<file path="config.mk">
export PLATFORM = sky130hd
export DESIGN_NAME = mem_arbiter_flat
export DESIGN_NICKNAME = d
export VERILOG_FILES = /design/src/rtl/mem_arbiter_if.sv /design/src/rtl/mem_arbiter.sv /design/src/flat_wrapper.sv
export SDC_FILE = /design/constraint.sdc
export NUM_CORES = 1
export LEC_CHECK = 0
export CAP_MARGIN = 20
export CORE_UTILIZATION = 24
export DETAILED_ROUTE_END_ITERATION = 12
export SLEW_MARGIN = 30
export SYNTH_ARGS = -nofsm -noshare
export SYNTH_HDL_FRONTEND = slang
export SYNTH_SLANG_ARGS = --single-unit
export TNS_END_PERCENT = 5
</file>
<file path="constraint.sdc">
create_clock -name CLK -period 1.5 [get_ports CLK]
set_clock_uncertainty 0.1 [all_clocks]
set_input_delay 0.15 -clock CLK [delete_from_list [all_inputs] [get_ports CLK]]
set_output_delay 0.15 -clock CLK [all_outputs]
set_load 0.01 [all_outputs]
</file>
<file path="src/rtl/mem_arbiter_if.sv">
// ============================================================================
// mem_arbiter_if : requester-side and RAM-side bus of the shared memory port.
// Revision: 1.0
// ============================================================================
`default_nettype none

interface mem_arbiter_if #(
  parameter int unsigned DATA_W = 32
);
  logic              iREN;
  logic [DATA_W-1:0] iaddr;
  logic [DATA_W-1:0] iload;
  logic              ihit;
  logic              dREN;
  logic              dWEN;
  logic [DATA_W-1:0] daddr;
  logic [DATA_W-1:0] dstore;
  logic [DATA_W-1:0] dload;
  logic              dhit;
  logic              ramREN;
  logic              ramWEN;
  logic [DATA_W-1:0] ramaddr;
  logic [DATA_W-1:0] ramstore;
  logic [DATA_W-1:0] ramload;
  logic              ramready;
  logic              timeout_err;

  // Arbiter side
  modport slave (
    input  iREN, iaddr, dREN, dWEN, daddr, dstore, ramload, ramready,
    output iload, ihit, dload, dhit, ramREN, ramWEN, ramaddr, ramstore, timeout_err
  );

  // Requester / RAM model side
  modport master (
    output iREN, iaddr, dREN, dWEN, daddr, dstore, ramload, ramready,
    input  iload, ihit, dload, dhit, ramREN, ramWEN, ramaddr, ramstore, timeout_err
  );
endinterface

`default_nettype wire

</file>
<file path="src/rtl/mem_arbiter.sv">
// ============================================================================
// mem_arbiter : shares one RAM port between instruction fetch and data access.
// Optional watchdog enabled by macro ARB_TIMEOUT_EN.
// Revision: 1.0
// ============================================================================
`default_nettype none

module mem_arbiter #(
  parameter int unsigned DATA_W     = 32,
  parameter int unsigned STARVE_MAX = 4,
  parameter int unsigned TIMEOUT    = 64
) (
  input  wire logic    CLK,
  input  wire logic    RST,
  mem_arbiter_if.slave bus
);

  localparam int unsigned       C_STARVE_W   = (STARVE_MAX < 1) ? 1 : $clog2(STARVE_MAX + 1);
  localparam logic [C_STARVE_W-1:0] C_STARVE_MAX = C_STARVE_W'(STARVE_MAX);
  localparam logic [DATA_W-1:0] C_BAD_DATA   = DATA_W'(32'hBAD1_BAD1);

  typedef enum logic [1:0] {
    IDLE = 2'd0,
    IGNT = 2'd1,
    DGNT = 2'd2,
    DONE = 2'd3
  } state_t;

  state_t                r_state;
  state_t                w_state_next;
  logic [DATA_W-1:0]     r_addr;
  logic [DATA_W-1:0]     r_wdata;
  logic                  r_is_write;
  logic                  r_is_instr;
  logic [C_STARVE_W-1:0] r_starve_cnt;
  logic [DATA_W-1:0]     r_iload;
  logic [DATA_W-1:0]     r_dload;

  logic w_grant_i;
  logic w_grant_d;
  logic w_complete;
  logic w_in_grant;
  logic w_timeout;
  logic w_d_pending;

  assign w_in_grant  = (r_state == IGNT) || (r_state == DGNT);
  assign w_d_pending = bus.dREN || bus.dWEN;

  always_comb begin
    w_state_next = r_state;
    w_grant_i    = 1'b0;
    w_grant_d    = 1'b0;
    w_complete   = 1'b0;
    case (r_state)
      IDLE: begin
        // A starved instruction fetch overrides the data-first priority.
        if (w_d_pending && !(bus.iREN && (r_starve_cnt == C_STARVE_MAX))) begin
          w_state_next = DGNT;
          w_grant_d    = 1'b1;
        end else if (bus.iREN) begin
          w_state_next = IGNT;
          w_grant_i    = 1'b1;
        end
      end
      IGNT, DGNT: begin
        if (bus.ramready || w_timeout) begin
          w_state_next = DONE;
          w_complete   = 1'b1;
        end
      end
      DONE:    w_state_next = IDLE;
      default: w_state_next = IDLE;
    endcase
  end

  always_ff @(posedge CLK) begin
    if (RST) begin
      r_state      <= IDLE;
      r_addr       <= '0;
      r_wdata      <= '0;
      r_is_write   <= 1'b0;
      r_is_instr   <= 1'b0;
      r_starve_cnt <= '0;
      r_iload      <= '0;
      r_dload      <= '0;
    end else begin
      r_state <= w_state_next;
      if (w_grant_i) begin
        r_addr       <= bus.iaddr;
        r_is_write   <= 1'b0;
        r_is_instr   <= 1'b1;
        r_starve_cnt <= '0;
      end
      if (w_grant_d) begin
        r_addr     <= bus.daddr;
        r_wdata    <= bus.dstore;
        r_is_write <= bus.dWEN;
        r_is_instr <= 1'b0;
        if (!bus.iREN) begin
          r_starve_cnt <= '0;
        end else if (r_starve_cnt != C_STARVE_MAX) begin
          r_starve_cnt <= r_starve_cnt + C_STARVE_W'(1);
        end
      end
      if (w_complete) begin
        if (r_is_instr) begin
          r_iload <= w_timeout ? C_BAD_DATA : bus.ramload;
        end else if (!w_timeout) begin
          r_dload <= bus.ramload;
        end else if (!r_is_write) begin
          r_dload <= C_BAD_DATA;
        end
      end
    end
  end

`ifdef ARB_TIMEOUT_EN
  localparam int unsigned C_WAIT_W = (TIMEOUT < 2) ? 1 : $clog2(TIMEOUT + 1);

  logic [C_WAIT_W-1:0] r_wait_cnt;
  logic                r_timeout_err;

  always_ff @(posedge CLK) begin
    if (RST) begin
      r_wait_cnt    <= '0;
      r_timeout_err <= 1'b0;
    end else begin
      if (w_grant_i || w_grant_d) begin
        r_wait_cnt <= '0;
      end else if (w_in_grant && !bus.ramready) begin
        r_wait_cnt <= r_wait_cnt + C_WAIT_W'(1);
      end
      if (w_timeout) begin
        r_timeout_err <= 1'b1;
      end
    end
  end

  // Fires on the TIMEOUT-th grant cycle without ramready.
  assign w_timeout       = w_in_grant && !bus.ramready &&
                           (r_wait_cnt == C_WAIT_W'(TIMEOUT - 1));
  assign bus.timeout_err = r_timeout_err;
`else
  logic [31:0] w_unused_timeout;

  assign w_unused_timeout = TIMEOUT;
  assign w_timeout        = 1'b0;
  assign bus.timeout_err  = 1'b0;
`endif

  assign bus.ramREN   = w_in_grant && !r_is_write;
  assign bus.ramWEN   = w_in_grant && r_is_write;
  assign bus.ramaddr  = r_addr;
  assign bus.ramstore = r_wdata;
  assign bus.ihit     = (r_state == DONE) && r_is_instr;
  assign bus.dhit     = (r_state == DONE) && !r_is_instr;
  assign bus.iload    = r_iload;
  assign bus.dload    = r_dload;

endmodule

`default_nettype wire

</file>
<file path="src/flat_wrapper.sv">
// flat-port wrapper written by rule: the top's interface ports become plain ports
module mem_arbiter_flat 
#(
  parameter int unsigned DATA_W     = 32,
  parameter int unsigned STARVE_MAX = 4,
  parameter int unsigned TIMEOUT    = 64
)
  (CLK, RST, bus_iREN, bus_iaddr, bus_dREN, bus_dWEN, bus_daddr, bus_dstore, bus_ramload, bus_ramready, bus_iload, bus_ihit, bus_dload, bus_dhit, bus_ramREN, bus_ramWEN, bus_ramaddr, bus_ramstore, bus_timeout_err);
  mem_arbiter_if #(.DATA_W(DATA_W)) bus_i ();
  input  wire logic CLK;
  input  wire logic RST;
  input wire logic [$bits(bus_i.iREN)-1:0] bus_iREN;
  input wire logic [$bits(bus_i.iaddr)-1:0] bus_iaddr;
  input wire logic [$bits(bus_i.dREN)-1:0] bus_dREN;
  input wire logic [$bits(bus_i.dWEN)-1:0] bus_dWEN;
  input wire logic [$bits(bus_i.daddr)-1:0] bus_daddr;
  input wire logic [$bits(bus_i.dstore)-1:0] bus_dstore;
  input wire logic [$bits(bus_i.ramload)-1:0] bus_ramload;
  input wire logic [$bits(bus_i.ramready)-1:0] bus_ramready;
  output wire logic [$bits(bus_i.iload)-1:0] bus_iload;
  output wire logic [$bits(bus_i.ihit)-1:0] bus_ihit;
  output wire logic [$bits(bus_i.dload)-1:0] bus_dload;
  output wire logic [$bits(bus_i.dhit)-1:0] bus_dhit;
  output wire logic [$bits(bus_i.ramREN)-1:0] bus_ramREN;
  output wire logic [$bits(bus_i.ramWEN)-1:0] bus_ramWEN;
  output wire logic [$bits(bus_i.ramaddr)-1:0] bus_ramaddr;
  output wire logic [$bits(bus_i.ramstore)-1:0] bus_ramstore;
  output wire logic [$bits(bus_i.timeout_err)-1:0] bus_timeout_err;
  assign bus_i.iREN = bus_iREN;
  assign bus_i.iaddr = bus_iaddr;
  assign bus_i.dREN = bus_dREN;
  assign bus_i.dWEN = bus_dWEN;
  assign bus_i.daddr = bus_daddr;
  assign bus_i.dstore = bus_dstore;
  assign bus_i.ramload = bus_ramload;
  assign bus_i.ramready = bus_ramready;
  assign bus_iload = bus_i.iload;
  assign bus_ihit = bus_i.ihit;
  assign bus_dload = bus_i.dload;
  assign bus_dhit = bus_i.dhit;
  assign bus_ramREN = bus_i.ramREN;
  assign bus_ramWEN = bus_i.ramWEN;
  assign bus_ramaddr = bus_i.ramaddr;
  assign bus_ramstore = bus_i.ramstore;
  assign bus_timeout_err = bus_i.timeout_err;
  mem_arbiter #(.DATA_W(DATA_W), .STARVE_MAX(STARVE_MAX), .TIMEOUT(TIMEOUT)) u_core (.CLK(CLK), .RST(RST), .bus(bus_i));
endmodule
</file>
==> results.cfg, run 1 <==
[setup_path]
critPathLaunchType = flop
critPathMaxStageDelay_ns = 0.34
worstPathRequired_ns = 1.73
cp_slowest_cell = dfxtp_2
crit_path_max_fanout = 13
critPathBufInv = 3
cp_cell_sequence = inv_2 -> ha_4 -> buf_4 -> o31a_4 -> bufbuf_16 -> a311oi_2
cp.arrival_ns = 1.84
cp_top_family = buffers and inverters
r2r-start = u_core.r_state[0]
r2r-end = u_core.bus.ramaddr[3]
path_depth = 6
reg2reg_depth = 6
critPathCaptureType = flop
path_class = flop to flop
rrSetupSlack_ns = -0.11

[min_path]
hold-path-cell-count = 3
hold_path_startpoint = bus_dstore[9]
worstHoldPathType = input port to flop
whs_endpoint = u_core.bus.ramstore[9]

[synth]
synth_top_cell_by_area = dfxtp_1
synth.avg_cell_area_um2 = 8.326
yosysSeqAreaShare = 0.4852
syn-cell-area_um2 = 5570
synth_top_area_frac = 0.4852
synth.distinct_cells = 36
ys_seq_elements = 135
synth.area.top_cells = dfxtp_1 (49%), nand2_1 (9.0%), a21oi_1 (9.0%)
synth_top_flop_cell = dfxtp_1
netlist_instances = 669
yosys_warnings = 0
synth_edf_count = 0
async_reset_ff_frac = 0
synth_nets = 807

[sta]
setup_violations = 78
final.setup.tns_ns = -3.068
setup_slack_ns = -0.1082
rsz0062_at_grt = true
fmax_mhz = 621.8
slew_violations = 0
period_minus_slack_ns = 1.608
period_share = 1.072
finalHoldViolCount = 0

[cts]
numCtsBuffers = 17
root_buffer = clkbuf_16
ctsHtreeMaxLevel = 4
insertion_delay_ns = 0.41
clock_sinks = 135
cts_max_path_buffers = 2
cts_tree = done
cts.clk_slew.worst_paths_ns = 0.06

[place]
portBuffers = 265
gp_congestion = 0.7229
dp_hpwl_mm = 13.66

[drt]
viasPerCell = 4.739
vias = 5948
totalWireLength_mm = 20.45
detail-route-antenna-nets = 0
drt_iter0_markers = 263
dr.pass1.iters = 4
drc = 0
post_drt_wl_per_cell_um = 16.29

[final_layout]
nets = 1095
multi_input_area_um2 = 2793
mostFrequentLayoutCells = nand2_1 (133), clkdlybuf4s50_1 (132), dfxtp_1 (132), dlygate4sd2_1 (128), a21oi_1 (82)
fillers = 2304
final_core_util = 0.4394
drive_gt1_frac = 0.2206
antennaDiodeCount = 0
synthToLayoutAreaGrowth_pct = 79.13
final_common_cell = nand2_1
regArea_um2 = 2706

[global_routing]
overflow = 0
grt_usage = 0.1703
antenna_found_initial = 0
grt_start_max_net_pins = 66
grt_pass1_wl_mm = 31.75
grt_pass1_vias = 5798

[floorplan]
die_y_um = 154.3
die_area_um2 = 23820
ios = 267
core_um2 = 22710
fp.dieW_um = 154.3
initial_core_util = 0.2453
row_count = 55

[run]
drv_cap = 0

[pwr]
p_leak_nw = 4.125
ir_worst_vdd_mv = 0.7053
p_per_area_nw_per_um2 = 1805

[status]
violations = setup timing
status = finished with violations
==> power by group <==
part	leakage (nW)	switching (W)	internal, W	total [W]
Sequential	1.11	0.000448	0.00449	0.00494
Combinational	2.72	0.00431	0.00446	0.00877
Clock	0.296	0.00175	0.00254	0.00430
==> sequential cells by signal, indices dropped and copies added (netlist names) <==
register / flops
u_core.bus.dload: 32
u_core.bus.iload: 32
u_core.bus.ramaddr: 32
u_core.bus.ramstore: 32
u_core.r_is_instr: 1
u_core.r_is_write: 1
u_core.r_starve_cnt: 3
u_core.r_state: 2
==> per-layer routing <==
metal | vias to the layer above | GRT usage | share of wire
met5 | - | 0 | 0
met2 | 190 | 0.2810 | 0.49
met4 | 0 | 0.06742 | 0.027
li1 | 2917 | - | -
met3 | 32 | 0.04623 | 0.058
met1 | 2809 | 0.2106 | 0.42
==> tightest hold or removal path: stages <==
cell             delay [ns]
clkdlybuf4s50_1        0.40
nand3_1                0.06
a21oi_1                0.05
==> logic make-up after synthesis <==
kind of cell	Yosys count	synth area share
AOI/OAI and AO/OA	209	0.2489
adders and majority gates	4	0.008985
other	1	0.0006732
and+or+nand+nor	248	0.1909
buffers and inverters	72	0.06536
DFF	135	0.4852
==> how the worst max path moves through the flow <==
stage | startpoint | endpoint | slack, ns
after global routing | u_core.r_state[0] | u_core.bus.ramaddr[13] | -0.17
after detailed placement | bus_dWEN | u_core.bus.ramaddr[11] | -0.31
after floorplan | u_core.r_state[0] | u_core.bus.dload[10] | -0.03
after CTS | u_core.r_state[1] | bus_ramREN | -0.14
final | u_core.r_state[0] | u_core.bus.ramaddr[3] | -0.11
after global placement | bus_dWEN | u_core.bus.ramaddr[1] | -0.29
==> cells in the mapped netlist, types with 3 or more instances <==
cell and number:
a21oi_1 100, a311oi_1 4, a311oi_2 29, buf_1 3
buf_2 20, buf_4 7, buf_6 5, clkbuf_1 29
clkbuf_2 4, dfxtp_1 135, ha_1 4, inv_1 4
nand2_1 134, nand3_1 65, nor2_1 35, o21ai_0 55
o21ai_1 11
==> layout make-up <==
| class | instances | share of cell area |
|---|---|---|
| inverter | 4 | 0.001505 |
| clock buffer | 18 | 0.04401 |
| timing repair buffer | 337 | 0.3511 |
| sequential | 135 | 0.2712 |
| clock inverter | 14 | 0.01655 |
| multi-input combinational | 462 | 0.2799 |
| tap | 285 | 0.03574 |
==> per-stage QoR <==
| step | std cells | area (um^2) | power (W) | setup slack, ns | hold slack, ns |
|---|---|---|---|---|---|
| floorplan | 669 | 5737 | 0.009205 | -0.02557 | 0.1860 |
| global placement | 1204 | 8976 | 0.01270 | -0.2942 | 0.3114 |
| detailed placement | 1204 | 8976 | 0.01275 | -0.3128 | 0.3136 |
| CTS | 1250 | 9778 | 0.01772 | -0.1430 | 0.1621 |
| global route | 1255 | 9978 | 0.01911 | -0.1740 | 0.1859 |
| finish | 1255 | 9978 | 0.01801 | -0.1082 | 0.1909 |
==> timing repair <==
| action | CTS | global route |
|---|---|---|
| gates cloned | 6 | 1 |
| pin swaps | 6 | 19 |
| hold endpoints to repair | 1 | 0 |
| resized for setup | 194 | 52 |
| buffers inserted | 7 | 4 |
| hold buffers | 1 | 0 |
| setup endpoints to repair | 266 | 136 |
(Power assumes the default switching activity.)
==> run 2: changes to the inputs <==
--- a/config.mk
+++ b/config.mk
@@ -5,7 +5,7 @@
 export SDC_FILE = /design/constraint.sdc
 export NUM_CORES = 1
 export LEC_CHECK = 0
-export CAP_MARGIN = 20
+export ABC_AREA = 1
 export CORE_UTILIZATION = 24
 export DETAILED_ROUTE_END_ITERATION = 12
 export SLEW_MARGIN = 30
==> run 2 against run 1 <==
  * The flow still finishes with violations (setup timing)
  * Final cell count is 10% higher
  * Via count is 0.44% higher
  * Flip-flop and latch count stayed put
  * Worst setup slack better by 0.0064 ns
  * Sequential power is 4.7% higher
  * Global-route usage is 1.1 points lower
  * Die area is 0.13% lower
  * Combinational power is 14% lower
  * Synthesized cell count is 20% higher
  * Fmax is 0.40% higher
  * Critical endpoint is now bus_ramREN
  * Largest power group unchanged
==> results.cfg, run 2 <==
[sta]
period_minus_slack_ns = 1.602
rsz0062_at_grt = true
finalHoldViolCount = 0
setup_slack_ns = -0.1019
slew_violations = 0
setup_violations = 49
period_share = 1.068
fin_hold_ws_ns = 0.1833
fmax_mhz = 624.3
final.setup.tns_ns = -1.603

[final_layout]
regArea_um2 = 2708
fillers = 2367
antennaDiodeCount = 0
drive_gt1_frac = 0.1196
synthToLayoutAreaGrowth_pct = 69.97
mostFrequentLayoutCells = nand2_1 (212), clkdlybuf4s50_1 (133), dfxtp_1 (131), dlygate4sd2_1 (128), nor2_1 (121)
final_common_cell = nand2_1
nets = 1220
multi_input_area_um2 = 2481

[floorplan]
die_area_um2 = 23790
core_um2 = 22710
ios = 267
row_count = 55
initial_core_util = 0.2450
fp.dieW_um = 154.2
die_y_um = 154.2

[synth]
synth.area.top_cells = dfxtp_1 (49%), nand2_1 (14%), nor2_1 (9.0%)
syn-cell-area_um2 = 5563
synth_top_area_frac = 0.4858
ys_seq_elements = 135
synth.distinct_cells = 18
synth.avg_cell_area_um2 = 6.919
yosysSeqAreaShare = 0.4858
netlist_instances = 804
yosys_warnings = 0
ys_top_cells_by_count = nand2_1 (214), dfxtp_1 (135), nor2_1 (134)
synth_top_cell_by_area = dfxtp_1
synth_nets = 942
async_reset_ff_frac = 0
yosysMostFrequentCell = nand2_1
synth_edf_count = 0
synth_top_flop_cell = dfxtp_1

[pwr]
p_leak_nw = 4.499
ir_worst_vdd_mv = 0.7204
p_per_area_nw_per_um2 = 1781

[cts]
cts.clk_slew.worst_paths_ns = 0.06
clock_sinks = 135
cts_tree = done
root_buffer = clkbuf_16
ctsHtreeMaxLevel = 4
insertion_delay_ns = 0.41
numCtsBuffers = 17
cts_max_path_buffers = 2

[drt]
viasPerCell = 4.329
vias = 5974
drt_iter0_markers = 308
post_drt_wl_per_cell_um = 13.67
drc = 0
detail-route-antenna-nets = 0
dr.pass1.iters = 4
totalWireLength_mm = 18.87

[min_path]
worstHoldPathType = input port to flop
hold-path-cell-count = 3
hold_path_startpoint = bus_dstore[20]
whs_endpoint = u_core.bus.ramstore[20]

[setup_path]
r2r-start = u_core.r_state[1]
r2r-end = u_core.bus.iload[13]
rrSetupSlack_ns = -0.05
path_class = flop to output pin
crit_path_max_fanout = 5
cp.arrival_ns = 1.35
worstPathRequired_ns = 1.25
reg2reg_depth = 7
critPathCaptureType = output pin
critPathLaunchType = flop

[status]
status = finished with violations
violations = setup timing

[global_routing]
grt_usage = 0.1591
grt_pass1_wl_mm = 29.81
antenna_found_initial = 0
overflow = 0
grt_start_max_net_pins = 46
grt_pass1_vias = 5776

[place]
portBuffers = 265
dp_hpwl_mm = 13.38
gp_congestion = 0.7543

[run]
drv_cap = 0
[run 2: changes by cell type after synthesis, sizes merged, moves of 3 or more]
cell / delta
nand3: -57
a21oi: -29
nor2: +99
buf: -11
inv: +78
a311oi: -33
nand2: +81
nand4: +31
clkbuf: -3
[run 2: cell families after synthesis]
family | after synthesis | share of synthesized area
compound gates | 137 | 0.1237
other cells | 1 | 0.0006741
flops | 135 | 0.4858
buf+inv | 136 | 0.09784
fa+ha+maj | 4 | 0.008997
simple gates | 391 | 0.2830
[run 2: final cells by class]
| cell class | count | share of cell area |
|---|---|---|
| Clock inverter | 14 | 0.01522 |
| Clock buffer | 18 | 0.04539 |
| Sequential cell | 135 | 0.2864 |
| Tap cell | 285 | 0.03771 |
| Timing Repair Buffer | 313 | 0.3204 |
| Multi-Input combinational cell | 533 | 0.2624 |
| Inverter | 82 | 0.03255 |
[run 2: critical path, cell delays in order, from the launching register on]
cell	delay, ns
dfxtp_2	0.35
inv_2	0.05
ha_4	0.30
inv_2	0.05
nor2_4	0.08
buf_6	0.11
[run 2: what timing repair did]
item                                   4_1_cts  5_1_grt
setup endpoints to repair                  259      133
endpoints found under the hold margin        0        0
hold buffers                                 0        0
gates resized for setup                    172       42
pin swaps                                    4       16
buffers inserted                             1        0
[run 2: layer usage]
layer	up-vias	track usage	wire (um)
met5	-	0	0
li1	3075	-	-
met2	218	0.2539	8160
met1	2664	0.1859	8237
met4	0	0.05381	270
met3	17	0.07649	2200
[run 2: per-stage QoR]
step / util / area, um^2 / power [W] / setup WS [ns] / std cells
after floorplan: - / 5590 / 0.009200 / -0.002521 / 804
after global placement: 0.3901 / 8860 / 0.01317 / -0.2660 / 1347
after detailed placement: 0.3901 / 8860 / 0.01321 / -0.2953 / 1347
after CTS: 0.4122 / 9360 / 0.01688 / -0.1607 / 1380
after global routing: 0.4164 / 9455 / 0.01816 / -0.1883 / 1380
final: 0.4164 / 9455 / 0.01684 / -0.1019 / 1380
[run 2: how the worst max path moves through the flow]
stage	start	to	slack (ns)	depth (start not counted)
global placement	bus_iREN	u_core.bus.ramaddr[29]	-0.27	7
detailed placement	bus_dREN	u_core.bus.ramstore[14]	-0.30	8
floorplan	u_core.r_starve_cnt[0]	u_core.bus.ramstore[0]	-0.003	8
CTS	u_core.r_state[1]	bus_ramREN	-0.16	5
finish	u_core.r_state[1]	bus_ramREN	-0.10	5
global route	u_core.r_state[1]	bus_ramREN	-0.19	5
[run 2: where the power goes]
| part | switching [W] | internal, W | leakage (nW) |
|---|---|---|---|
| clock | 0.00177 | 0.00233 | 0.268 |
| combinational | 0.00423 | 0.00334 | 3.12 |
| sequential | 0.000505 | 0.00467 | 1.11 |
